File: config.mk
export PLATFORM = sky130hd
export DESIGN_NAME = fir_mac_scheduler
export DESIGN_NICKNAME = d
export VERILOG_FILES = /design/src/rtl/fir_sched_pkg.sv /design/src/rtl/rr_arbiter.sv /design/src/rtl/fir_mac_scheduler.sv
export SDC_FILE = /design/constraint.sdc
export NUM_CORES = 1
export LEC_CHECK = 0
export ABC_AREA = 1
export CORE_ASPECT_RATIO = 1.1
export CORE_MARGIN = 2
export CORE_UTILIZATION = 35
export DETAILED_ROUTE_END_ITERATION = 8
export MAX_ROUTING_LAYER = met4
export SLEW_MARGIN = 30
export SYNTH_ARGS = -nofsm -noshare
export SYNTH_HDL_FRONTEND = slang
export SYNTH_HIERARCHICAL = 1
export SYNTH_SLANG_ARGS = --single-unit
File: constraint.sdc
create_clock -name clk -period 5.8 [get_ports clk]
set_input_delay 1.16 -clock clk [delete_from_list [all_inputs] [get_ports clk]]
set_output_delay 1.16 -clock clk [all_outputs]
set_load 0.02 [all_outputs]
File: src/rtl/fir_sched_pkg.sv
// FIR MAC scheduler shared types.
// State encoding and default geometry.
package fir_sched_pkg;

  localparam int PSZ_D  = 8;
  localparam int AGRW   = PSZ_D + 1;
  localparam int CLEN_D = 246;

  typedef enum logic [2:0] {
    IDLE = 3'd0,
    ACCQ = 3'd1,
    ACCI = 3'd2,
    DMPQ = 3'd3,
    DMPI = 3'd4
  } state_t;

endpackage

File: src/rtl/rr_arbiter.sv
// Round-robin pick over pending channels.
// Search starts one past the last winner.
module rr_arbiter #(
  parameter int NCH = 4,
  parameter int CHW = 2
) (
  input  logic [NCH-1:0] pending,
  input  logic [CHW-1:0] rr,
  output logic [NCH-1:0] gnt,
  output logic [CHW-1:0] idx,
  output logic           valid
);

  // first pending channel after rr, wrapping
  always_comb begin
    gnt   = '0;
    idx   = '0;
    valid = 1'b0;
    for (int k = 1; k <= NCH; k++) begin
      automatic logic [CHW-1:0] j =
        CHW'((int'(rr) + k) % NCH);
      if (!valid && pending[j]) begin
        valid  = 1'b1;
        idx    = j;
        gnt[j] = 1'b1;
      end
    end
  end

endmodule

File: src/rtl/fir_mac_scheduler.sv
// Shared I/Q FIR MAC job sequencer.
// Queues channel strobes, runs one job at a time.
module fir_mac_scheduler
  import fir_sched_pkg::*;
#(
  parameter int NCH  = 4,
  parameter int CHW  = 2,
  parameter int PSZ  = AGRW - 1,
  parameter int CLEN = CLEN_D
) (
  input  logic                   clk,
  input  logic                   reset,
  input  logic                   en,
  input  logic [NCH-1:0]         req_stb,
  input  logic [NCH*(PSZ+1)-1:0] req_ptr,
  input  logic [NCH-1:0]         ovr_clr,
  output logic [CHW-1:0]         r_chan,
  output logic [PSZ:0]           r_addr,
  output logic [PSZ-1:0]         c_addr,
  output logic                   mac_en,
  output logic                   dump,
  output logic [CHW-1:0]         dump_chan,
  output logic                   busy,
  output logic [NCH-1:0]         overrun
);

  localparam int AW = PSZ + 1;
  localparam logic [PSZ-1:0] CL = PSZ'(CLEN);

  state_t         state_q, state_d;
  logic [NCH-1:0] pending_q;
  logic [AW-1:0]  start_q [NCH];
  logic [CHW-1:0] rr_q, rr_d;

  logic [NCH-1:0] gnt;
  logic [NCH-1:0] gnt_now;
  logic [CHW-1:0] sel;
  logic           any;
  logic           grant;

  logic [CHW-1:0] r_chan_d;
  logic [AW-1:0]  r_addr_d;
  logic [PSZ-1:0] c_addr_d;
  logic           mac_en_d;
  logic           dump_d;
  logic [CHW-1:0] dump_chan_d;

  rr_arbiter #(
    .NCH(NCH),
    .CHW(CHW)
  ) u_arb (
    .pending(pending_q),
    .rr     (rr_q),
    .gnt    (gnt),
    .idx    (sel),
    .valid  (any)
  );

  assign gnt_now = grant ? gnt : '0;
  assign busy    = (state_q != IDLE);

  // per-channel request capture and sticky overrun
  always_ff @(posedge clk) begin
    if (reset) begin
      pending_q <= '0;
      overrun   <= '0;
      for (int i = 0; i < NCH; i++)
        start_q[i] <= '0;
    end else begin
      for (int i = 0; i < NCH; i++) begin
        if (req_stb[i] && (!pending_q[i] || gnt_now[i])) begin
          pending_q[i] <= 1'b1;
          start_q[i]   <= req_ptr[i*AW +: AW];
        end else if (gnt_now[i]) begin
          pending_q[i] <= 1'b0;
        end
        if (req_stb[i] && pending_q[i] && !gnt_now[i])
          overrun[i] <= 1'b1;
        else if (ovr_clr[i])
          overrun[i] <= 1'b0;
      end
    end
  end

  // job FSM and address counters: next values
  always_comb begin
    state_d     = state_q;
    rr_d        = rr_q;
    r_chan_d    = r_chan;
    r_addr_d    = r_addr;
    c_addr_d    = c_addr;
    mac_en_d    = mac_en;
    dump_d      = dump;
    dump_chan_d = dump_chan;
    grant       = 1'b0;
    unique case (state_q)
      IDLE: begin
        if (en && any) begin
          grant    = 1'b1;
          r_chan_d = sel;
          r_addr_d = start_q[sel];
          c_addr_d = '0;
          mac_en_d = 1'b1;
          rr_d     = sel;
          state_d  = ACCQ;
        end
      end
      ACCQ: begin
        r_addr_d = r_addr - AW'(1);
        state_d  = ACCI;
      end
      ACCI: begin
        if (c_addr != CL) begin
          r_addr_d = r_addr - AW'(1);
          c_addr_d = c_addr + PSZ'(1);
          state_d  = ACCQ;
        end else begin
          mac_en_d    = 1'b0;
          dump_d      = 1'b1;
          dump_chan_d = r_chan;
          state_d     = DMPQ;
        end
      end
      DMPQ: state_d = DMPI;
      DMPI: begin
        dump_d  = 1'b0;
        state_d = IDLE;
      end
      default: begin
        mac_en_d = 1'b0;
        dump_d   = 1'b0;
        state_d  = IDLE;
      end
    endcase
  end

  // job FSM and address counters: registers
  always_ff @(posedge clk) begin
    if (reset) begin
      state_q   <= IDLE;
      rr_q      <= CHW'(NCH - 1);
      r_chan    <= '0;
      r_addr    <= '0;
      c_addr    <= '0;
      mac_en    <= 1'b0;
      dump      <= 1'b0;
      dump_chan <= '0;
    end else begin
      state_q   <= state_d;
      rr_q      <= rr_d;
      r_chan    <= r_chan_d;
      r_addr    <= r_addr_d;
      c_addr    <= c_addr_d;
      mac_en    <= mac_en_d;
      dump      <= dump_d;
      dump_chan <= dump_chan_d;
    end
  end

endmodule

==> run summary, run 1 <==
The average routed wire per standard cell was 12.6 µm; the max-capacitance violation count was 0. The arrival time at the worst endpoint was 3390 ps. By area the synthesized netlist is led by sky130_fd_sc_hd__edfxtp_1 27%, sky130_fd_sc_hd__dfxtp_1 18%, sky130_fd_sc_hd__nand2_1 10%, sky130_fd_sc_hd__inv_1 8.6%, sky130_fd_sc_hd__nor2_1 7.3%. The tree is rooted in a sky130_fd_sc_hd__clkbuf_16.

In this run the power density over the cells is 423 nW/µm². Proportion of power drawn by the clock network: 0.237. The area of the die came out at 12,200 µm². Area share of and/or/nand/nor cells after synthesis: 0.310.

The core occupancy in the finished layout is 0.465. Path type of the worst min-delay path: flop to flop. Global placer's final weighted congestion: 0.825.

Row generation in the floorplan step produced 40 rows. The number of antenna diodes in the final layout is 0. The logs give 0 for the number of cells upsized or downsized after cts and 0.361 for the effective utilization at floorplan. The flow ran to the end, and the final reports show no timing, DRC or antenna violations.

In this run the static leakage power is 2.31 nW. The total congestion overflow after global routing came out at 0. Buffers inserted to repair hold after CTS numbered 0. At the pin with the least slew margin, the transition time is 884 ps.

The via count of the first global-routing pass came out at 3,380. The power share of the sequential group was 0.319; the pin count of the biggest net entering global routing was 25. Clock latency on the worst-skew pair, taken at its later pin, is 330 ps. The adder-cell share of the synthesized area is 0.0347, and the buffer depth of the longest clock path is 2. The period utilization is 0.592.

Setup repair after global routing left no endpoint under its margin. After synthesis, the largest family of logic cells by area is simple AND/OR/NAND/NOR gates. Yosys printed 6 warnings. Among all flip-flop cells after synthesis, the most frequent one is sky130_fd_sc_hd__edfxtp_1. For the HPWL reported at the end of detailed placement, the log shows 7430 µm. The normalized max-slew margin was 0.411; the number of H-tree levels was 3.

After the first detailed-routing iteration, the DRC count stood at 253. The average instance in the mapped netlist occupies 7.46 µm². The fraction of power spent switching nets works out to 0.417. The complex-gate fraction of the synthesized area is 0.0898, and the number of port buffers is 74. The fraction of the yosys area taken by sequential cells came out at 0.454. In this run the remaining antenna-violating nets after routing total 0.

The tools report the number of detailed-route iterations in the first pass as 5. The combinational share of power is 0.444. On the final layout, the worst clock skew is 4.60 ps.

STA puts the critical path data required time at 5750 ps. The synthesized netlist net count came out at 590. Along the worst path, the maximum fanout reaches 21.

The clock transition at the register clock pins on the worst setup and hold paths after CTS was 60 ps; the number of hold violations in the final report was 0. The detailed router placed 3,495 vias in this run. Class of the most critical setup path: input pin to flop.

The leading area contributor after synthesis was sky130_fd_sc_hd__edfxtp_1. The nature of the critical path startpoint was an input pin. Based on the critical path, the design can be clocked at up to 291 MHz. STA classifies the critical path endpoint as a flop.

The flip-flop and latch count after synthesis was 72; the relative area change from synthesis to final layout was 29.0%. The tools report the sum of routed wire length over all layers as 9540 µm. Height of the die: 116 µm.

The tools report the number of buffers added by the clock tree synthesis step as 9. The net load switching power is 0.000901 W, and the xor/xnor cell area share of the yosys netlist is 0.00662. Pin placement for this block handled 75 I/O pins.

Setup violations remaining at the end of the flow were counted as 0. The final layout contains 665 nets. The share of layout cells above drive strength 1 works out to 0.0686. The overall routing resource usage is 0.170.

The width of the die is 106 µm, and the total negative slack for setup checks is 0 ps. The logs give 2370 ps for the worst-case register-to-register setup slack and 0 for the number of buffers inserted by post-CTS setup repair. TritonCTS built the clock tree.

The run gives 0.00126 W as the internal power consumption. The cell area that synthesis handed to floorplanning was 3970 µm². The fraction of registers with async set/reset came out at 0.

The total area inside the core boundary comes to 11,000 µm². Fraction of post-synthesis cell area in the top cell type by area: 0.272. Synthesis handed over a netlist of 532 instances. The worst supply voltage drop on vdd came out at 0.000166 V. In the routed layout, each cell is associated on average with a via count of 4.60. For the initial antenna violation count, the log shows 0. The number of unique standard cell types used by synthesis came out at 30. Number of max-slew violations in the final report: 0. After detailed routing, the number of remaining DRC violations is 0.

In this run, synthesis inferred 36 flip-flops with an integrated enable. The post-route minimum period is 3430 ps. The TritonCTS sink count was 72; the portion of netlist area occupied by mux cells was 0. The first global-routing pass estimated 16,000 µm of wire.
==> cells in the final DEF (no fill, tap or decap), types with 2 or more instances in the layout <==
cell,netlist,final
sky130_fd_sc_hd__xor2_1,2,2
sky130_fd_sc_hd__nor2_1,77,77
sky130_fd_sc_hd__clkinvlp_4,0,3
sky130_fd_sc_hd__inv_2,4,4
sky130_fd_sc_hd__o21ai_0,22,18
sky130_fd_sc_hd__nor2_2,3,3
sky130_fd_sc_hd__dfxtp_1,36,36
sky130_fd_sc_hd__nand3_2,5,5
sky130_fd_sc_hd__a21oi_1,39,39
sky130_fd_sc_hd__nand2_1,110,110
sky130_fd_sc_hd__a21boi_0,4,4
sky130_fd_sc_hd__nand4_1,7,7
sky130_fd_sc_hd__o21ai_1,0,4
sky130_fd_sc_hd__clkdlybuf4s50_1,0,74
sky130_fd_sc_hd__nand2_2,6,6
sky130_fd_sc_hd__nand2_4,3,3
sky130_fd_sc_hd__nand3_1,55,55
sky130_fd_sc_hd__clkbuf_16,0,9
sky130_fd_sc_hd__nor2_8,2,2
sky130_fd_sc_hd__edfxtp_1,36,36
sky130_fd_sc_hd__inv_1,91,91
sky130_fd_sc_hd__ha_1,11,11
==> stage by stage <==
step           total power (W)  instances  cell area, µm²  hold WS [ps]  setup slack, ps
5_1_grt                0.00234        759            5120           495             1920
2_1_floorplan          0.00138        532            3970           513             3050
4_1_cts                0.00217        759            5120           465             2350
3_3_place_gp           0.00164        743            4840           453             2040
6_report               0.00216        759            5120           461             2370
3_5_place_dp           0.00165        743            4840           454             2010
==> power by group through the flow <==
| stage | sequential, W | clock [W] | combinational [W] |
|---|---|---|---|
| 2_1_floorplan | 0.000728 | 0 | 0.000655 |
| 3_3_place_gp | 0.000700 | 0 | 0.000942 |
| 3_5_place_dp | 0.000700 | 0 | 0.000955 |
| 4_1_cts | 0.000690 | 0.000523 | 0.000959 |
| 5_1_grt | 0.000704 | 0.000543 | 0.00110 |
| 6_report | 0.000690 | 0.000512 | 0.000962 |
==> critical path: stages <==
cell and delay [ps]:
sky130_fd_sc_hd__clkdlybuf4s50_1 1040, sky130_fd_sc_hd__inv_1 560, sky130_fd_sc_hd__o21ai_1 620
==> metal layers <==
| metal | GRT usage | up-vias | wire [µm] |
|---|---|---|---|
| met5 | - | - | 0 |
| met4 | 0.0719 | 0 | 130 |
| met3 | 0.0287 | 8 | 392 |
| met2 | 0.274 | 95 | 4490 |
| met1 | 0.214 | 1552 | 4520 |
| li1 | - | 1840 | - |
==> worst paths after layout <==
| check | from | end | cells after the start |
|---|---|---|---|
| worst max-delay path | reset | start_q[0][5]$_SDFFCE_PN0P_ | 3 |
| worst min-delay path | dump$_SDFFE_PP0P_ | dump$_SDFFE_PP0P_ | 2 |
| worst max register to register | rr_q[1]$_SDFFE_PP1N_ | r_addr[0]$_SDFFE_PP0P_ | 13 |
| worst min register to register | dump$_SDFFE_PP0P_ | dump$_SDFFE_PP0P_ | 2 |
==> logic make-up (layout without fill, tap and decap cells) <==
group	count (synthesis)	after routing
AO/OA/AOI/OAI	68	68
XOR/XNOR	3	3
adder cells (fa/ha/maj)	11	11
buffers and inverters	106	186
flip-flops	72	72
AND/OR/NAND/NOR	272	272
==> state kept, by name, summed over array words and instances, names as in the netlist, 2 cells and up <==
| name | cells |
|---|---|
| pending_q | 4 |
| start_q | 36 |
| r_chan | 2 |
| c_addr | 8 |
| overrun | 4 |
| dump_chan | 2 |
| r_addr | 9 |
| state_q | 3 |
| rr_q | 2 |
==> synthesized netlist by cell type (2+ instances only) <==
cell                       instances
sky130_fd_sc_hd__nand2_1         110
sky130_fd_sc_hd__inv_1            91
sky130_fd_sc_hd__nor2_1           77
sky130_fd_sc_hd__nand3_1          55
sky130_fd_sc_hd__a21oi_1          39
sky130_fd_sc_hd__dfxtp_1          36
sky130_fd_sc_hd__edfxtp_1         36
sky130_fd_sc_hd__o21ai_0          22
sky130_fd_sc_hd__ha_1             11
sky130_fd_sc_hd__nand4_1           7
sky130_fd_sc_hd__clkbuf_1          6
sky130_fd_sc_hd__nand2_2           6
sky130_fd_sc_hd__nand3_2           5
sky130_fd_sc_hd__a21boi_0          4
sky130_fd_sc_hd__inv_2             4
sky130_fd_sc_hd__nand2_4           3
sky130_fd_sc_hd__nor2_2            3
sky130_fd_sc_hd__buf_2             2
sky130_fd_sc_hd__buf_6             2
sky130_fd_sc_hd__nor2_8            2
sky130_fd_sc_hd__xor2_1            2
==> cell type report <==
type / instances / area (µm²)
fill: 1098 / 5890
inverter: 96 / 363
timing repair buffer: 74 / 741
sequential: 72 / 1800
clock inverter: 7 / 56.3
tap: 147 / 184
multi-input combinational: 354 / 1750
clock buffer: 9 / 225
No activity file was read; power rests on OpenSTA's default activity.
==> inputs of run 2 (changes only) <==
clock period = 2.8 ns   (was 5.8 ns; I/O delays follow)
==> run 2 against run 1 <==
Net effect: power rose by 120%; utilization rose by 1.2 points; critical path depth rose by 10; hold slack barely moved; setup slack got worse by 1900 ps; non-clock buffer count rose by 10; register-to-register slack got worse by 1900 ps; critical endpoint is now start_q[0][8]$_SDFFCE_PN0P_; sequential power rose by 100%; largest power group unchanged; design area rose by 2.5%; global-route usage barely moved.
==> run summary, run 2 (synthesized netlist as in run 1, its figures left out) <==
The run finished with clean final reports. TritonCTS built the clock tree. For this block, the via count after detailed routing is 3,543. For the worst setup path, the data arrival time is 2410 ps. The number of H-tree levels is 3. In the layout the commonest cells are 110 x sky130_fd_sc_hd__nand2_1, 91 x sky130_fd_sc_hd__inv_1, 77 x sky130_fd_sc_hd__nor2_1. After clock tree synthesis, the clock-pin slew on the worst setup and hold paths is 70 ps. Most used cell along the critical path: sky130_fd_sc_hd__inv_1. The initial antenna violation count is 0.

The number of hold violations in the final report came out at 0. Static timing analysis puts the maximum clock frequency at 421 MHz. The static leakage power came out at 2.39 nW. In this run the worst hold path is classified as flop to flop. The maximum fanout along the worst path is 9, and the number of max-slew violations in the final report is 0. The post-route minimum period was 2380 ps. The combinational share of power is 0.431. The number of cell rows was 40; the filler cell count was 1,107. The number of nets in the layout was 675. After detailed routing, the total wire length is 9590 µm.

Detailed placement finished with a half-perimeter wire length of 7460 µm. The tree built by TritonCTS fans out to 72 sinks. Clock tree synthesis selected as its root buffer the cell sky130_fd_sc_hd__clkbuf_16. Port buffering added 74 buffers. The nature of the critical path endpoint was a flop. Relative to the synthesized area, the layout overhead comes to 32.3%. The first global-routing pass estimated 16,000 µm of wire.

For the proportion of power drawn by the clock network, the log shows 0.272. The actual transition at the worst max-transition pin came out at 497 ps. The commonest non-fill, non-tap cell in the layout was sky130_fd_sc_hd__nand2_1.

Nature of the critical path startpoint: a flop. The fraction of power spent switching nets was 0.394. The number of clock buffers added by TritonCTS is 9. The register with the most flip-flops is start_q. The delay of the slowest cell on the worst path came out at 370 ps. The power share of the sequential group was 0.298; the number of detailed-route iterations in the first pass was 4. The run gives 0.668 as the normalized max-slew margin. The longest clock path from root to sink contains 2 buffers.

The clock reaches the later pin of the worst-skew pair after 340 ps. Cell internal power was estimated by the tool at 0.00287 W. Leaving out filler cells and counting taps, the final layout contains 769.

The via count of the first global-routing pass was 3,483. The power per standard cell area was 903 nW/µm²; the max-capacitance violation count was 0. Class of the most critical setup path: flop to flop. On the final layout, the worst clock skew is 10.5 ps.

The remaining antenna violation count came out at 0. The core region is 11,000 µm². IR analysis of the VDD net gives a maximum drop of 0.000348 V.

75 I/O pins were placed. Once the clock tree was built, the resizer swapped 0 gates to a different size. Hold repair after CTS inserted 0 buffers.

The effective utilization at floorplan is 0.361. The tools report the total setup violations reported at the end of the flow as 0. For this run, design rule violations remaining after detail routing come to 0. The area of the die is 12,200 µm², and the overall routing resource usage is 0.170.

For the total negative slack for setup checks, the log shows 0 ps. After detailed routing, the number of vias per cell comes to 4.61. The period utilization was 0.849. The DRC marker count from the first detailed-route iteration was 181. The tools report the number of buffers inserted by post-CTS setup repair as 0. The antenna diode instance count is 0. The die is 106 µm wide.

The register with the most flip-flops in the layout has 36 of them. In this run the power spent charging and discharging nets is 0.00187 W. The largest registers in the layout are start_q: 36 flops, r_addr: 9 flops, c_addr: 8 flops. The tools report the worst flop-to-flop path startpoint as rr_q[1]$_SDFFE_PP1N_.

The share of layout cells above drive strength 1 came out at 0.0836. The critical path starts at rr_q[1]$_SDFFE_PP1N_. The critical path goes through inv_1 > ha_1 > inv_1 > nand2_2 > nand2_2 > nor2_2 > a21oi_1 > nand3_1 > nand2_1 > nand2_1 > inv_1 > o21ai_0 > buf_4. Number of placed cells counting well taps: 753.

The tools report the worst min-delay path startpoint as mac_en$_SDFFE_PP0P_. The slowest cell on the critical path was sky130_fd_sc_hd__ha_1. Setup repair after global routing left no endpoint under its margin.

The congestion estimate from routability-driven global placement came to 0.920. The average routed wire per standard cell was 12.5 µm; the pin count of the biggest net entering global routing was 24. Height of the die: 116 µm. Total congestion overflow after global routing: 0. Data on the critical path is required at its endpoint by 2840 ps.
## run 2: worst max-delay path, delay by kind of cell, from the launching register on
kind	cells	cell delay, ps
and+or+nand+nor	6	620
buffers and inverters	4	500
adders and majority gates	1	370
DFF	1	330
AOI/OAI and AO/OA	2	250
## run 2: final cells by class
type,instances,area [µm²],share of cell area
clock buffer,10,239,0.0455
timing repair buffer,84,816,0.155
inverter,96,363,0.0691
sequential,72,1800,0.343
clock inverter,6,97.6,0.0186
multi-input combinational,354,1750,0.333
tap,147,184,0.0350
## run 2: final timing paths
check / to / slack [ps] / cells past startpoint
max: start_q[0][8]$_SDFFCE_PN0P_ / 420 / 13
min: mac_en$_SDFFE_PP0P_ / 460 / 2
max reg2reg: start_q[0][8]$_SDFFCE_PN0P_ / 420 / 13
min reg2reg: mac_en$_SDFFE_PP0P_ / 460 / 2
## run 2: per-layer routing
metal,GRT usage,up-vias,share of wire
met3,0.0416,13,0.057
met5,-,-,0
met4,0.0561,0,0.014
met1,0.208,1558,0.46
met2,0.279,109,0.47
li1,-,1863,-
## run 2: power groups by stage
stage / combinational (W) / sequential, W / clock [W]
global route: 0.00231 / 0.00143 / 0.00136
detailed placement: 0.00203 / 0.00143 / 0
finish: 0.00204 / 0.00141 / 0.00129
floorplan: 0.00136 / 0.00151 / 0
CTS: 0.00204 / 0.00141 / 0.00131
global placement: 0.00202 / 0.00143 / 0
## run 2: metrics by stage
| stage | utilization | setup slack (ps) | cell area, µm² | total power (W) | hold WS (ps) |
|---|---|---|---|---|---|
| after CTS | 0.477 | 462 | 5250 | 0.00476 | 465 |
| after global placement | 0.446 | 492 | 4910 | 0.00345 | 453 |
| final | 0.477 | 423 | 5250 | 0.00474 | 461 |
| after detailed placement | 0.446 | 471 | 4910 | 0.00347 | 456 |
| after global routing | 0.477 | 129 | 5250 | 0.00510 | 492 |
| after floorplan | - | 52.4 | 3970 | 0.00286 | 513 |
